==> src/rtl/arith_pkg.sv <==
// Shared definitions for the bit-serial arithmetic blocks.
package arith_pkg;

   typedef enum logic [1:0] {
      IDLE  = 2'd0,
      SHIFT = 2'd1,
      DONE  = 2'd2
   } state_t;

   // A 1-bit operand still needs a counter of at least one bit.
   function automatic int cnt_w(input int width);
      return (width > 1) ? $clog2(width) : 1;
   endfunction

endpackage

==> src/rtl/full_add_cell.sv <==
// Single-bit full adder; mirror of the fullsub datapath cell.
module full_add_cell (
   input  logic a,
   input  logic b,
   input  logic cin,
   output logic s,
   output logic co
);

   assign s  = a ^ b ^ cin;
   assign co = (a & b) | (cin & (a ^ b));

endmodule

==> src/rtl/serial_adder.sv <==
// Bit-serial WIDTH-bit adder, LSB first, one full-adder cell plus a carry flop.
//
// state | meaning
// IDLE  | waiting for start, ready=1
// SHIFT | adding one bit per clock, busy=1
// DONE  | one-cycle done pulse, sum/cout valid
module serial_adder
   import arith_pkg::*;
#(
   parameter int WIDTH = 8
) (
   input  logic             clk,
   input  logic             rst_n,
   input  logic             start,
   input  logic [WIDTH-1:0] a,
   input  logic [WIDTH-1:0] b,
   input  logic             cin,
   output logic             ready,
   output logic             busy,
   output logic             done,
   output logic [WIDTH-1:0] sum,
   output logic             cout
);

   localparam int            CW       = cnt_w(WIDTH);
   localparam logic [CW-1:0] CNT_LAST = CW'(WIDTH - 1);

   state_t           state, state_nxt;
   logic [WIDTH-1:0] a_sr, b_sr, s_sr, s_sr_nxt;
   logic [CW-1:0]    cnt;
   logic             carry;
   logic             fa_s, fa_co;
   logic             accept, last;

   full_add_cell u_fa (
      .a   (a_sr[0]),
      .b   (b_sr[0]),
      .cin (carry),
      .s   (fa_s),
      .co  (fa_co)
   );

   // Shift-based form keeps WIDTH=1 legal (no [WIDTH-1:1] slice).
   assign s_sr_nxt = (s_sr >> 1) | (WIDTH'(fa_s) << (WIDTH - 1));

   always_ff @(posedge clk or negedge rst_n) begin
      if (!rst_n) begin
         state <= IDLE;
      end else begin
         state <= state_nxt;
      end
   end

   always_comb begin
      state_nxt = state;
      ready     = 1'b0;
      busy      = 1'b0;
      done      = 1'b0;
      accept    = 1'b0;
      last      = 1'b0;
      case (state)
         IDLE: begin
            ready = 1'b1;
            if (start) begin
               accept    = 1'b1;
               state_nxt = SHIFT;
            end
         end
         SHIFT: begin
            busy = 1'b1;
            if (cnt == CNT_LAST) begin
               last      = 1'b1;
               state_nxt = DONE;
            end
         end
         DONE: begin
            done      = 1'b1;
            state_nxt = IDLE;
         end
         default: state_nxt = IDLE;
      endcase
   end

   always_ff @(posedge clk or negedge rst_n) begin
      if (!rst_n) begin
         a_sr  <= '0;
         b_sr  <= '0;
         s_sr  <= '0;
         carry <= 1'b0;
         cnt   <= '0;
         sum   <= '0;
         cout  <= 1'b0;
      end else if (accept) begin
         a_sr  <= a;
         b_sr  <= b;
         carry <= cin;
         cnt   <= '0;
      end else if (busy) begin
         a_sr  <= a_sr >> 1;
         b_sr  <= b_sr >> 1;
         s_sr  <= s_sr_nxt;
         carry <= fa_co;
         cnt   <= cnt + 1'b1;
         // Results become visible only once fully assembled.
         if (last) begin
            sum  <= s_sr_nxt;
            cout <= fa_co;
         end
      end
   end

endmodule

==> config.mk <==
export PLATFORM = sky130hd
export DESIGN_NAME = serial_adder
export DESIGN_NICKNAME = d
export VERILOG_FILES = /design/src/rtl/arith_pkg.sv /design/src/rtl/full_add_cell.sv /design/src/rtl/serial_adder.sv
export SDC_FILE = /design/constraint.sdc
export NUM_CORES = 1
export LEC_CHECK = 0
export ABC_AREA = 1
export BUFFER_PORTS_ARGS = -buffer_cell sky130_fd_sc_hd__buf_2
export CAP_MARGIN = 20
export CORE_ASPECT_RATIO = 0.7
export CORE_MARGIN = 2
export CORE_UTILIZATION = 55
export CTS_CLUSTER_SIZE = 8
export DETAILED_ROUTE_END_ITERATION = 6
export PLACE_DENSITY = 0.77
export REMOVE_ABC_BUFFERS = 1
export SLEW_MARGIN = 25
export SYNTH_ARGS = -nofsm -noshare
export SYNTH_HDL_FRONTEND = slang
export SYNTH_SLANG_ARGS = --single-unit
export TNS_END_PERCENT = 20
==> constraint.sdc <==
create_clock -name clk -period 2.75 [get_ports clk]
set_clock_uncertainty 0.15 [all_clocks]
set_input_delay 0.1375 -clock clk [delete_from_list [all_inputs] [get_ports clk]]
set_output_delay 0.1375 -clock clk [all_outputs]
set_load 0.005 [all_outputs]
After elaboration in Yosys (flattened, before gate mapping). Index checks and enable logic that the tools add are counted.

Bits in registers: 39. Output and inout port bits: 12.

$add $sub $neg: 1. Equal/unequal tests: 5. Mux-type cells: 18. Bitwise logic cells: 7. Reduce and logical (&&, ||, !) cells: 5.

Operator list (number): 2-to-1 mux 8 bit (4); 2-to-1 mux 1 bit (9); bitwise OR 7 x 8 -> 8 bit (1); 2-to-1 mux 3 bit (2); 2-to-1 mux 2 bit (2); != test 2 bit, second input constant (2); one-hot mux 2 bit (2 select lines) (1); AND reduction 2 bit (2); adder 3 x 1 -> 3 bit, second input constant (1); == test 3 bit, second input constant (1); AND reduction 3 bit (1); bitwise AND 1 bit (2); == test 2 x 1 -> 1 bit, second input constant (1); == test 2 bit, second input constant (1); logical NOT 2 bit (1); nonzero test 2 bit (1); XOR 1 bit (2); NOT 1 bit (1); bitwise OR 1 bit (1).

Longest topological paths before layout. Gate-level depths: netlist (run 1).

Depth after elaboration: 5. Depth in mapped cells: 7. Mapped depth without buffers: 6.

Modules after synthesis. Synthesis (run 1) repeated with hierarchy kept, for this count alone.

Cell total of the unflattened synthesis: 218. Area, all modules: 1848.0 sq um.

Modules (own cells, without submodules): serial_adder (times used 1, cells each 217, area an instance 1828.0 sq um, seq. area each 950.9 sq um); full_add_cell (times used 1, cells each 1, area an instance 20.0 sq um, seq. area each 0.0 sq um).

Worst setup path after synthesis (run 1). Ideal clock, no wire load.

Kind: reg-to-reg. From: register cnt[0]. To: register cout. Library setup time: 117 ps. Arrival time: 1066 ps. Data required time: 2483 ps. Slack: 1417 ps. Stages on the path, launching flop included: 7. Path buffers: 0. Path through: dfrtp_1 -> ha_1 -> ha_1 -> inv_1 -> nor2_8 -> nand2_1 -> nand2_1.

Word-level cells in the longest chain between the ends: 4.

RTL lines: start, declared (line serial_adder.sv:30) `logic [CW-1:0] cnt;`; start signal, assigned (line serial_adder.sv:103) `cnt <= cnt + 1'b1;`; == test 3 bit (line serial_adder.sv:71) `if (cnt == CNT_LAST) begin`; 2-to-1 mux 1 bit (line serial_adder.sv:71); 2-to-1 mux 1 bit (line serial_adder.sv:61) `case (state)`; AND reduction 3 bit (no line); end signal, assigned (line serial_adder.sv:107) `cout <= fa_co;`; end, declared (line serial_adder.sv:22) `output logic cout`.

Every way passes these cells. A chain may end at the register's enable or synchronous reset.

Worst setup path after layout (run 1).
From: register state[0]. To: output busy.

Word-level cells in the longest chain between the ends: 2.

RTL lines: start, declared (line serial_adder.sv:28) `state_t state, state_nxt;`; start signal, assigned (line serial_adder.sv:50) `state <= state_nxt;`; == test 2 x 1 -> 1 bit (line serial_adder.sv:61); 2-to-1 mux 1 bit (line serial_adder.sv:61); end, declared (line serial_adder.sv:19) `output logic busy,`.

Every way passes these cells.

==> results of run 1 <==
[logic make-up (layout without fill, tap and decap cells)]
family / count (synthesis) / in the layout
buf+inv: 29 / 73
compound gates: 9 / 9
flops: 38 / 38
simple gates: 139 / 139
fa+ha+maj: 3 / 3
[cells in the final DEF, fill, tap and decap left out, drive strengths merged]
cell	n
ha	2
fa	1
inv	18
clkbuf	5
buf	32
dlygate4sd3	15
dfrtp	38
nor2	3
o21ai	9
bufinv	1
nand3	32
nand2	104
clkinv	2
[path summary, 6_finish.rpt]
| kind | cells past startpoint | endpoint | startpoint |
|---|---|---|---|
| min in group asynchronous | 2 | b_sr[6]$_DFFE_PN0P_ | rst_n |
| setup reg to reg | 5 | sum[0]$_DFFE_PN0P_ | state[0]$_DFFE_PN0P_ |
| hold / removal | 5 | a_sr[1]$_DFFE_PN0P_ | a[1] |
| max in group asynchronous | 2 | b_sr[1]$_DFFE_PN0P_ | rst_n |
| hold reg to reg | 2 | sum[0]$_DFFE_PN0P_ | sum[0]$_DFFE_PN0P_ |
| setup / recovery | 3 | busy | state[0]$_DFFE_PN0P_ |
[per-stage QoR]
stage | worst slack [ns] | cells | area, µm²
after floorplan | 1.21 | 207 | 1760
after global placement | 1.02 | 277 | 1970
after detailed placement | 0.953 | 277 | 1970
after CTS | 0.756 | 300 | 2230
after global routing | 0.666 | 300 | 2230
final | 0.763 | 300 | 2230
[worst max-delay path: stages (launching register included)]
cell     delay (ns)
dfrtp_1        0.80
nand2_4        0.24
inv_4          0.21
buf_2          0.15
[metal layers]
layer | vias up | global-route usage | wire, µm
met5 | - | 0 | 0
met4 | 0 | 0.0848 | 59
met3 | 6 | 0.0769 | 155
met2 | 35 | 0.333 | 1640
met1 | 663 | 0.292 | 1760
li1 | 770 | - | -
[flip-flops by register name, indices dropped and copies added (netlist names)]
| signal | cells |
|---|---|
| cnt | 3 |
| a_sr | 8 |
| cout | 1 |
| b_sr | 8 |
| sum | 8 |
| state | 2 |
| s_sr | 7 |
| carry | 1 |
[power groups by stage]
| stage | clock network (µW) | registers (µW) | logic [µW] |
|---|---|---|---|
| 2_1_floorplan | 0 | 971 | 593 |
| 3_3_place_gp | 0 | 997 | 807 |
| 3_5_place_dp | 0 | 1000 | 830 |
| 4_1_cts | 466 | 996 | 850 |
| 5_1_grt | 501 | 1030 | 973 |
| 6_report | 460 | 996 | 840 |
[layout make-up]
type,count,area [µm²],area share
clock inverters,3,40.0,0.0179
clock buffers,5,68.8,0.0308
multi-input cells,151,739,0.331
repair buffers,47,313,0.140
well taps,38,47.5,0.0213
inverters,18,72.6,0.0325
flip-flops and latches,38,951,0.426
[timing repair]
item                                    4_1_cts  5_1_grt
endpoints found under the hold margin        52        0
resized for setup                             0        0
hold buffers                                 15        0
endpoints found under the setup margin        0        0
==> flow_summary.toml, run 1 <==
[place]
gp_congestion = 0.743
dp_hpwl_mm = 2.30
port_buffers = 31

[finish]
final_util = 0.700
nFillCells = 255
fin_nets = 284
n_antenna_cell = 0
area_growth_pct = 20.0
drive_gt1_frac = 0.218

[clock_tree]
cts-buffers-inserted = 5
htree_num_levels = 2
clk_pin_slew_ns = 0.07
cts_max_path_buffers = 2
insertion_delay_ns = 0.29
cts_root_buffer = "clkbuf_8"
cts_setup_buffers = 0
clock-sinks = 38
cts_tree = "yes"

[die]
ios = 32
initial_core_util = 0.583
core-area_um2 = 3190
dieWidth_um = 73.5
die_area_um2 = 3870
num_rows = 17
die_h_um = 52.7

[logic_synthesis]
synthCells = 218
synth.distinct_cells = 17
synthTopCellsByArea = "dfrtp_1 (51%), nand2_1 (20%), nand3_1 (7.8%), buf_6 (3.6%), inv_1 (3.2%)"
synth-main-ff-cell = "dfrtp_1"
avgSynthCellArea_um2 = 8.53
synth_xor_area_frac = 0
ys_async_sr_fraction = 1.00
synth_top_area_share = 0.511
synth_top_family_by_area = "simple AND/OR/NAND/NOR gates"
yosys.area.top_type = "dfrtp_1"
synth.mux.area_fraction = 0
synth.most_common_cell = "nand2_1"
yosysWarningCount = 0
synth-adder-area-share = 0.0242
syn-cell-area_um2 = 1860
ys_ff_latch = 38
synth_edf_count = 0
synthSimpleGateAreaFrac = 0.341
synth_compound_area_frac = 0.0323
ys_seq_area_frac = 0.511
synth_common_cells = "nand2_1 (98), dfrtp_1 (38), nand3_1 (29)"

[routing]
drtIter0Drc = 103
final_antenna_net_count = 0
wirelength_mm = 3.62
routedWlPerCell_um = 12.1
num_vias = 1474
viasPerCell = 4.91
dr.pass1.iters = 4
drc = 0

[power]
p_per_area_nw_per_um2 = 1030
p_comb_frac = 0.366
p_clk_frac = 0.200
p_sw_frac = 0.381
power_frac_seq = 0.434
cellLeakagePower_uw = 0.00126
p_int_uw = 1420
vdd_ir_drop_max_v = 0.000570
power_switching_uw = 876
finalPower_uw = 2300

[setup_path]
worstSetupEndpointType = "output port"
r2r_setup_slack_ns = 0.93
worstPathRequired_ns = 2.46
worstPathArrival_ns = 1.70
path_class = "reg2out"
worst-path-max-fanout = 16
crit_path_start_kind = "flop"

[grt]
grt_pass1_vias = 1419
grt_overflow = 0
antenna_found_initial = 0
grt_pass1_wl_mm = 6.25
track_usage = 0.221
grt_start_max_net_pins = 39

[sta]
fin_crit_sh = 0.723
whs_ns = 0.0138
finalHoldViolations = 0
setup_viol_count_final = 0
rsz0062_at_grt = "no"
max_slew_margin = 0.456
slew_violations = 0
fmax_ghz = 0.503
worst_pin_slew_ns = 0.816
timing.setup.tns_ns = 0
final.min_clock_period_ns = 1.99

[flow_run]
maxCapViolations = 0

[worst_hold_path]
hold_class = "in2reg"

[outcome]
status = "complete, no violations"
(Power assumes the default switching activity.)
==> run 2, diff against run 1 <==
Clock period 2.75 ns to 2 ns, I/O delays scaled along.
==> flow_summary.toml, run 2 (synthesis gave the netlist of run 1 again) <==
[clock_tree]
clk_pin_slew_ns = 0.07
htree_num_levels = 2
cts_tree = "yes"
cts_max_path_buffers = 2
cts-buffers-inserted = 5
clock-sinks = 38
cts_root_buffer = "clkbuf_8"
insertion_delay_ns = 0.29

[place]
dp_hpwl_mm = 2.23
port_buffers = 31
gp_congestion = 0.794

[sta]
worst_pin_slew_ns = 0.815
max_slew_margin = 0.457
fmax_ghz = 0.589
timing.setup.tns_ns = 0
whs_ns = 0.103
setup_viol_count_final = 0
slew_violations = 0
finalHoldViolations = 0
final.min_clock_period_ns = 1.70
rsz0062_at_grt = "no"
fin_crit_sh = 0.849

[setup_path]
r2r_setup_slack_ns = 0.38
startpoint = "state[1]$_DFFE_PN0P_"
reg2reg_from = "state[0]$_DFFE_PN0P_"
setup.worst_path.end = "busy"
worstPathRequired_ns = 1.75
path_class = "reg2out"
worst-path-max-fanout = 15
worstPathArrival_ns = 1.45
worstSetupEndpointType = "output port"
crit_path_start_kind = "flop"
reg2reg_to = "b_sr[0]$_DFFE_PN0P_"
reg2reg_depth = 3

[flow_run]
maxCapViolations = 0

[power]
power_switching_uw = 1170
p_int_uw = 1860
vdd_ir_drop_max_v = 0.000736
p_clk_frac = 0.167
p_per_area_nw_per_um2 = 1350
cellLeakagePower_uw = 0.00126
p_comb_frac = 0.395
power_frac_seq = 0.438
p_sw_frac = 0.386

[finish]
drive_gt1_frac = 0.209
layout_common_cells = "nand2_1 (98), dfrtp_1 (38), buf_2 (31)"
seqCellArea_um2 = 951
final_util = 0.701
fin_nets = 287
nFillCells = 250
reg_top3 = "a_sr x8, b_sr x8, sum x8"
multiInputGateArea_um2 = 739
layout_commonest_cell = "nand2_1"
n_antenna_cell = 0
area_growth_pct = 20.2

[die]
core-area_um2 = 3190
ios = 32
dieWidth_um = 73.5
initial_core_util = 0.583
die_area_um2 = 3870
die_h_um = 52.7
num_rows = 17

[worst_hold_path]
hold_class = "in2reg"

[routing]
viasPerCell = 4.95
drc = 0
dr.pass1.iters = 4
drtIter0Drc = 126
wirelength_mm = 3.57
routedWlPerCell_um = 11.9
num_vias = 1490
final_antenna_net_count = 0

[grt]
track_usage = 0.216
grt_pass1_wl_mm = 6.13
grt_start_max_net_pins = 39
antenna_found_initial = 0
grt_overflow = 0
grt_pass1_vias = 1428

[outcome]
status = "complete, no violations"
## run 2: stage by stage
step / power, µW / setup slack, ns / instances / instance area, µm²
5_1_grt: 3310 / 0.210 / 301 / 2240
3_5_place_dp: 2510 / 0.378 / 277 / 1970
3_3_place_gp: 2470 / 0.424 / 277 / 1970
6_report: 3030 / 0.302 / 301 / 2240
2_1_floorplan: 2150 / 0.460 / 207 / 1760
4_1_cts: 3040 / 0.298 / 301 / 2240
## run 2: metal layers
metal / GRT usage / vias up / share of wire
met5: 0 / - / 0
met4: 0.130 / 0 / 0.028
met3: 0.0538 / 9 / 0.033
met2: 0.339 / 28 / 0.46
met1: 0.269 / 688 / 0.48
li1: - / 765 / -
## run 2: power groups by stage
stage          combinational (µW)  sequential, µW  clock (µW)
5_1_grt                      1390            1370         552
6_report                     1200            1330         506
2_1_floorplan                 815            1330           0
3_5_place_dp                 1180            1330           0
3_3_place_gp                 1140            1340           0
4_1_cts                      1200            1330         516
## run 2: repair_timing
action | CTS | global route
hold endpoints to repair | 55 | 0
resized for setup | 0 | 0
hold buffers | 18 | 0
setup buffers | 0 | 0
## run 2: layout make-up
cell class,count,area share
Sequential cell,38,0.425
Multi-Input combinational cell,151,0.331
Timing Repair Buffer,50,0.153
Clock buffer,6,0.0369
Inverter,18,0.0325
Tap cell,38,0.0213
## run 2: worst min path at each step
| stage | end | cells past startpoint | startpoint | slack (ns) |
|---|---|---|---|---|
| floorplan | a_sr[0]$_DFFE_PN0P_ | 0 | rst_n | -0.35 |
| detailed placement | b_sr[6]$_DFFE_PN0P_ | 1 | rst_n | 0.09 |
| global placement | b_sr[5]$_DFFE_PN0P_ | 1 | rst_n | 0.1 |
| CTS | a_sr[7]$_DFFE_PN0P_ | 3 | start | 0.1 |
| global route | a_sr[7]$_DFFE_PN0P_ | 3 | start | 0.14 |
| finish | a_sr[7]$_DFFE_PN0P_ | 3 | start | 0.10 |
## run 2: worst max-delay path: stages, from the launching register on
cell,delay (ns)
dfrtp_1,0.46
inv_4,0.19
nand2_4,0.15
inv_4,0.20
buf_2,0.15
